**config.mk**
```make
export PLATFORM = sky130hd
export DESIGN_NAME = planes_cache_pn
export DESIGN_NICKNAME = d
export VERILOG_FILES = /design/src/rtl/planes_cache_pn.sv
export SDC_FILE = /design/constraint.sdc
export NUM_CORES = 1
export LEC_CHECK = 0
export ABC_AREA = 1
export BUFFER_PORTS_ARGS = -buffer_cell sky130_fd_sc_hd__buf_2
export CORE_UTILIZATION = 45
export CTS_CLUSTER_SIZE = 40
export DETAILED_ROUTE_END_ITERATION = 10
export MAX_ROUTING_LAYER = met4
export PLACE_DENSITY_LB_ADDON = 0.3
export SLEW_MARGIN = 30
export SYNTH_ARGS = -nofsm -noshare
export SYNTH_HDL_FRONTEND = slang
export SYNTH_SLANG_ARGS = --single-unit
```
**constraint.sdc**
```tcl
create_clock -name clk -period 1.4 [get_ports clk]
set_input_delay 0.14 -clock clk [delete_from_list [all_inputs] [get_ports clk]]
set_output_delay 0.14 -clock clk [all_outputs]
set_load 0.01 [all_outputs]
```
**src/rtl/planes_cache_pn.sv**
```systemverilog
// Double-buffered R/G/B plane cache: a staging bank is loaded row by row while the
// active bank shifts one column per SHIFT toward the matrix output driver.
module planes_cache_pn #(
  parameter int WIDTH     = 64,
  parameter int ROWS      = 2,
  parameter int AUTO_SWAP = 0,
  localparam int RSW      = (ROWS > 1) ? $clog2(ROWS) : 1,
  localparam int CW       = $clog2(WIDTH)
) (
  input  logic              clk,
  input  logic              rst_n,
  input  logic [WIDTH-1:0]  in_R,
  input  logic [WIDTH-1:0]  in_G,
  input  logic [WIDTH-1:0]  in_B,
  input  logic [RSW-1:0]    in_row_sel,
  input  logic              in_LOAD,
  input  logic              in_SWAP,
  input  logic              in_SHIFT,
  output logic [3*ROWS-1:0] out_RGB,
  output logic [CW-1:0]     out_col,
  output logic              out_last,
  output logic              out_empty,
  output logic              out_stage_full,
  output logic              out_err
);

  localparam logic [CW-1:0] LAST_COL = CW'(WIDTH - 1);
  localparam logic [RSW:0]  ROWS_W   = (RSW + 1)'(ROWS);

  logic [WIDTH-1:0] act_r [ROWS];
  logic [WIDTH-1:0] act_g [ROWS];
  logic [WIDTH-1:0] act_b [ROWS];
  logic [WIDTH-1:0] stg_r [ROWS];
  logic [WIDTH-1:0] stg_g [ROWS];
  logic [WIDTH-1:0] stg_b [ROWS];
  logic [ROWS-1:0]  stg_valid;
  logic [ROWS-1:0]  stg_valid_next;
  logic             act_valid;
  logic [CW-1:0]    col;
  logic             err;

  logic stage_full, sel_ok, load_ok, at_last;
  logic swap_man, swap_auto, do_swap, shift_ok, row_end, err_next;

  assign stage_full = &stg_valid;
  assign sel_ok     = ({1'b0, in_row_sel} < ROWS_W);
  assign load_ok    = in_LOAD && sel_ok;
  assign at_last    = (col == LAST_COL);

  // An accepted explicit swap takes priority and silently drops a same-cycle shift.
  assign swap_man   = in_SWAP && stage_full;
  assign shift_ok   = in_SHIFT && act_valid && !swap_man;
  assign swap_auto  = (AUTO_SWAP != 0) && shift_ok && at_last && stage_full;
  assign do_swap    = swap_man || swap_auto;
  assign row_end    = shift_ok && at_last && !swap_auto;
  assign err_next   = (in_SWAP && !stage_full)
                   || (in_SHIFT && !act_valid && !swap_man)
                   || (in_LOAD && !sel_ok);

  // NOTE: every variable assigned in always_comb gets a default first, so no latch is inferred.
  always_comb begin
    stg_valid_next = do_swap ? '0 : stg_valid;
    if (load_ok) stg_valid_next[in_row_sel] = 1'b1;
  end

  // NOTE: the banks are reset too, because a cleared plane must drive zeros on out_RGB.
  always_ff @(posedge clk or negedge rst_n) begin
    if (!rst_n) begin
      for (int r = 0; r < ROWS; r++) begin
        act_r[r] <= '0;
        act_g[r] <= '0;
        act_b[r] <= '0;
        stg_r[r] <= '0;
        stg_g[r] <= '0;
        stg_b[r] <= '0;
      end
      stg_valid <= '0;
      act_valid <= 1'b0;
      col       <= '0;
      err       <= 1'b0;
    end else begin
      // NOTE: non-blocking assignments here, so every read below sees pre-edge state.
      err       <= err_next;
      stg_valid <= stg_valid_next;
      if (do_swap) begin
        for (int r = 0; r < ROWS; r++) begin
          act_r[r] <= stg_r[r];
          act_g[r] <= stg_g[r];
          act_b[r] <= stg_b[r];
        end
        act_valid <= 1'b1;
        col       <= '0;
      end else if (row_end) begin
        for (int r = 0; r < ROWS; r++) begin
          act_r[r] <= '0;
          act_g[r] <= '0;
          act_b[r] <= '0;
        end
        act_valid <= 1'b0;
        col       <= '0;
      end else if (shift_ok) begin
        for (int r = 0; r < ROWS; r++) begin
          act_r[r] <= {act_r[r][WIDTH-2:0], 1'b0};
          act_g[r] <= {act_g[r][WIDTH-2:0], 1'b0};
          act_b[r] <= {act_b[r][WIDTH-2:0], 1'b0};
        end
        col <= col + 1'b1;
      end
      // Swap reads the old staging contents; a same-cycle load lands in the cleared staging.
      if (load_ok) begin
        stg_r[in_row_sel] <= in_R;
        stg_g[in_row_sel] <= in_G;
        stg_b[in_row_sel] <= in_B;
      end
    end
  end

  always_comb begin
    out_RGB = '0;
    for (int r = 0; r < ROWS; r++)
      out_RGB[3*(ROWS-1-r) +: 3] = {act_r[r][WIDTH-1], act_g[r][WIDTH-1], act_b[r][WIDTH-1]};
  end

  assign out_col        = col;
  assign out_last       = act_valid && at_last;
  assign out_empty      = !act_valid;
  assign out_stage_full = stage_full;
  assign out_err        = err;

endmodule

```
* After elaboration in Yosys (flattened, before gate mapping)
Index checks and enable logic that the tools add are counted.
Widths: inputs -> output; s select.
** Word-level totals
- Flip-flop bits (word level) :: 778
- Bits of input ports :: 198
- Logic and storage cells :: 64
- Output and inout bits :: 16
** Operators by class
- Mux-type cells :: 23
- Reduce and logical (&&, ||, !) cells :: 17
- Equality and inequality tests :: 1
- $add $sub $neg :: 1
- Bitwise logic cells :: 2
- Order comparisons :: 4
** Operators with widths (count)
- $mux 128 :: 9
- $bwmux 128 :: 3
- $demux 64 s1 :: 1
- $mux 64 :: 1
- $mux 6 :: 3
- $logic_and 1x1->1 :: 10
- $add 6x1->6 const B :: 1
- $eq 6x6->1 const B :: 1
- $mux 2 :: 2
- $logic_not 1->1 :: 3
- $mux 1 :: 3
- $reduce_bool 3->1 :: 1
- $ge 2x2->1 const B :: 1
- $lt 1x2->1 const B :: 1
- $lt 2x1->1 const B :: 1
- $not 1->2 :: 1
- $or 2x2->2 :: 1
- $reduce_and 2->1 :: 1
- $reduce_bool 2->1 :: 1
- $demux 1 s1 :: 1
- $ge 1x1->1 const B :: 1
- $logic_or 1x1->1 :: 1

* Longest topological paths before layout
- Word-level depth :: 7
- Depth in mapped cells :: 10
- Mapped depth without buffers :: 8

* Least setup slack after synthesis
Ideal clock, no wire load.
- Kind :: register -> register
- Start point :: reg col[0] (netlist: out_col[0])
- End point :: reg act_r[100] (netlist name)
- Setup time :: 0.078 ns
- Path slack :: -0.130 ns
- Period minus slack after synthesis :: 1.530 ns
- Required time :: 1.322 ns
- Data arrival time :: 1.453 ns
- Stages on the path, launching flop included :: 10
- Buffers on the path :: 3
- Cells stage by stage :: dfrtp_1 ha_1 nand2_1 nor2_2 nand2_1 nand3_2 buf_4 buf_6 buf_6 o21bai_1
** On the way
- Word-level cells in the longest chain between the ends :: 4
- Elaborated cells between the ends (all ways) :: 5
- Classes of those cells :: eq/ne: 1; mux: 2; reduce/logical: 2
** Ends and longest elaborated chain
- from (decl) :: RTL line 39 : logic [CW-1:0] col;
- from (signal assigned) :: RTL line 107 : col <= col + 1'b1;
- $eq 6x6->1 * :: RTL line 48 : assign at_last = (col == LAST_COL);
- $logic_and 1x1->1 * :: RTL line 55 : assign row_end = shift_ok && at_last && !swap_auto;
- $mux 128 :: RTL line 93 : end else if (row_end) begin
- $mux 128 :: RTL line 85 : if (do_swap) begin
- to (signal, indexed assignment) :: RTL line 87 : act_r[r] <= stg_r[r];
- to (signal, indexed assignment) :: RTL line 103 : act_r[r] <= {act_r[r][WIDTH-2:0], 1'b0};
- to (decl) :: RTL line 30 : logic [WIDTH-1:0] act_r [ROWS];
Mark *: on every way between the ends. The rest lies on a longest branch, timed or not.
A chain may end at the register's enable or synchronous reset.

* Final worst setup path
- Start point :: reg col[0] (netlist: out_col[0])
- End point :: reg act_r[80] (netlist name)
The elaborated chain is that of the path after synthesis.

==> out/results.ini <==
[timing]
maxSlewHeadroom_pct=64.7
rsz0062_at_grt=true
setup-violations-final=391
skew_ps=9.87
post-route-min-period_ps=1780
worst_slew_pin_slew_ps=528
fmax_mhz=562
drv_slew=0
finalHoldViolCount=0
fin_crit_sh_pct=127
timing.final.ws_setup_ps=-378

[critical_path]
crit_cells=10
worstPathArrival_ps=2310
rr_endpoint=act_r[80]
cp_slowest_cell=dfrtp_1
timing.rr.start=out_col[0]
cpPeakStageDelay_ps=390
path_class=flop to flop
critPathMaxFanout=8
r2r_slack_ps=-380
required_ps=1930
cp-start-kind=flop
ff2ff_path_depth=10
worstSetupEndpointType=flop
cp_cell_sequence=ha_2 -> nand2_2 -> nor2_4 -> nand2_2 -> buf_6 -> nand3_4 -> buf_12 -> clkbuf_16 -> clkbuf_16 -> o21bai_1
cpLargestDelayFamily=buffers and inverters
critPathBufInv=4

[synthesis]
synthArstFlopShare_pct=100
postSynthCellCount=3547
synth_compound_area_share_pct=20.5
yosysSeqAreaShare_pct=59.8
netlist_top_cells_count=nand2_1, dfrtp_1, o21ai_0
synth_top_area_share_pct=59.8
synth_mux_area_share_pct=0
yosysTopAreaCell=dfrtp_1
synth-adder-area-share_pct=0.0384
yosys-top-cells-area=dfrtp_1, o21ai_0, nand2_1
synth_xor_area_share_pct=0
synth-simple-area-share_pct=9.48
synth_flop_cell=dfrtp_1
ys_ff_latch=778
syn-cell-area_sq_um=32600
yosys.cell_count.top_type=nand2_1
synth.distinct_cells=21
synth_fp_nets=3746
synth_edf_count=0
synth.avg_cell_area_sq_um=9.18
yosys_warnings=0
synth_top_family_by_area=compound AO/OA/AOI/OAI gates

[die]
rows=98
die-area_sq_um=73500
coreArea_sq_um=71600
die_w_microns=271
initial_utilization_pct=45.5
top_level_ports=214
die_h_microns=271

[global_route]
grt_pass1_vias=24900
grt_pass1_wl_microns=128000
grt_usage_pct=22.0
grt.overflow.total=0
grt_max_degree=76
antenna_found_initial=0

[hold_path]
worstHoldPathType=input pin to flop
min_path_cells=5
min_from=in_SWAP
hold_path_end=stg_valid[0]

[drt]
vias=24700
vias_per_cell=4.91
drc_errors=0
wl_per_cell_microns=15.4
dr.pass1.iters=5
ant_nets=0
drtIter0Drc=2148
totalWireLength_microns=77400

[placed_design]
io_buffers=213
place.gp.congestion=0.787
place.detailed.hpwl_microns=47700
dp_slack_ps=-236
dpl_cell_area_sq_um=35700

[power]
pwr-share-seq_pct=43.9
vdd_drop_max_mv=1.07
p_leak_uw=0.0199
p_clk_share_pct=33.0
p_int_uw=50600
p_sw_share_pct=28.8
comb_power_share_pct=23.1
power.switching_uw=20500
p_per_area_nw_per_um2=1720

[outcome]
violations=setup timing
status=finished with violations

[cells_and_area]
design_area_sq_um=41300
final_nets=4209
drive_gt1_share_pct=13.7
fillCellCount=6105
area_growth_pct=26.9
n_antenna_cell=0

[clocking]
clkTransAtPathRegs_ps=60
cts.sinks=778
cts_tree=yes
htree_levels=3
cts_buffers=85
cts_buffer_depth=3
clock_latency_ps=620
ctsRootBufferMaster=clkbuf_16

[flow_run]
drv_cap=0

## worst max path at each step
stage | slack (ps) | end | from
2_1_floorplan | -110 | act_r[100] | out_col[0]
3_3_place_gp | -200 | act_b[48] | out_col[1]
3_5_place_dp | -240 | act_b[106] | out_col[0]
4_1_cts | -370 | out_last | out_col[1]
5_1_grt | -440 | act_r[74] | out_col[0]
6_report | -380 | act_r[80] | out_col[0]
## layer usage
metal	wire [microns]	global-route usage [%]	up-vias
met5	0	-	-
met4	2360	7.30	0
met3	2960	3.13	150
met2	35800	33.6	514
met1	36200	30.1	11900
li1	-	-	12100
## state kept, by name, summed over array words and instances, names as in the netlist
signal,flops
act_r,126
stg_r,128
stg_valid,2
out_RGB,6
act_valid,1
stg_b,128
out_col,6
stg_g,128
act_g,126
out_err,1
act_b,126
## final cells by class
type,instances,area [sq um],area share [%]
inverter,589,2220,5.37
clock buffer,120,2580,6.25
clock inverter,29,383,0.926
multi-input combinational,1964,9890,23.9
tap,950,1190,2.88
sequential,778,19500,47.1
timing repair buffer,592,5590,13.5
## placed cells by master (no fill, tap or decap), types with 3 or more instances in the layout
cell / instances
nand3_1: 4
inv_1: 585
buf_12: 64
o21bai_1: 368
o21bai_4: 4
buf_16: 10
buf_8: 6
nand2_1: 798
clkbuf_1: 7
clkinv_2: 16
clkbuf_16: 95
buf_2: 212
dfrtp_1: 778
bufinv_16: 9
o21ai_2: 3
o21ai_0: 767
nor2_1: 3
buf_4: 89
buf_6: 9
dlygate4sd3_1: 196
clkbuf_8: 24
a21oi_1: 6
inv_2: 3
## timing repair
item | CTS | global route
resized for setup | 24 | 26
buffers inserted | 10 | 12
hold buffers | 196 | 0
endpoints found under the setup margin | 392 | 398
endpoints found under the hold margin | 1163 | 0
pin swaps | 5 | 14
cloned | 8 | 8
## logic make-up after synthesis
logic type               count (synthesis)
AO/OA/AOI/OAI                         1149
adder cells (fa/ha/maj)                  1
buffers and inverters                  805
flip-flops                             778
AND/OR/NAND/NOR                        814
## power groups by stage
stage / clock, uW / sequential, uW / combinational [uW]
after detailed placement: 0 / 31500 / 15100
after CTS: 23900 / 31200 / 16200
after floorplan: 0 / 31000 / 10600
final: 23400 / 31200 / 16400
after global placement: 0 / 31300 / 14700
after global routing: 24900 / 31900 / 18800
## tightest hold or removal path: stages
cell	delay [ps]
buf_2	130
nand3_4	130
buf_4	130
nand2_1	40
nand2_1	50
## stage by stage
stage                     TNS [ps]  total power, uW  hold WS [ps]  utilization [%]  instances
after floorplan             -28890            41600          -156                -       3547
after global placement      -54440            46000          6.49             49.8       4643
after detailed placement    -63710            46600          3.95             49.8       4643
after CTS                   -97030            71300          10.4             57.3       5006
after global routing       -136450            75500          26.2             57.7       5022
final                      -114830            71100          44.2             57.7       5022
No activity file was read; power rests on OpenSTA's default activity.
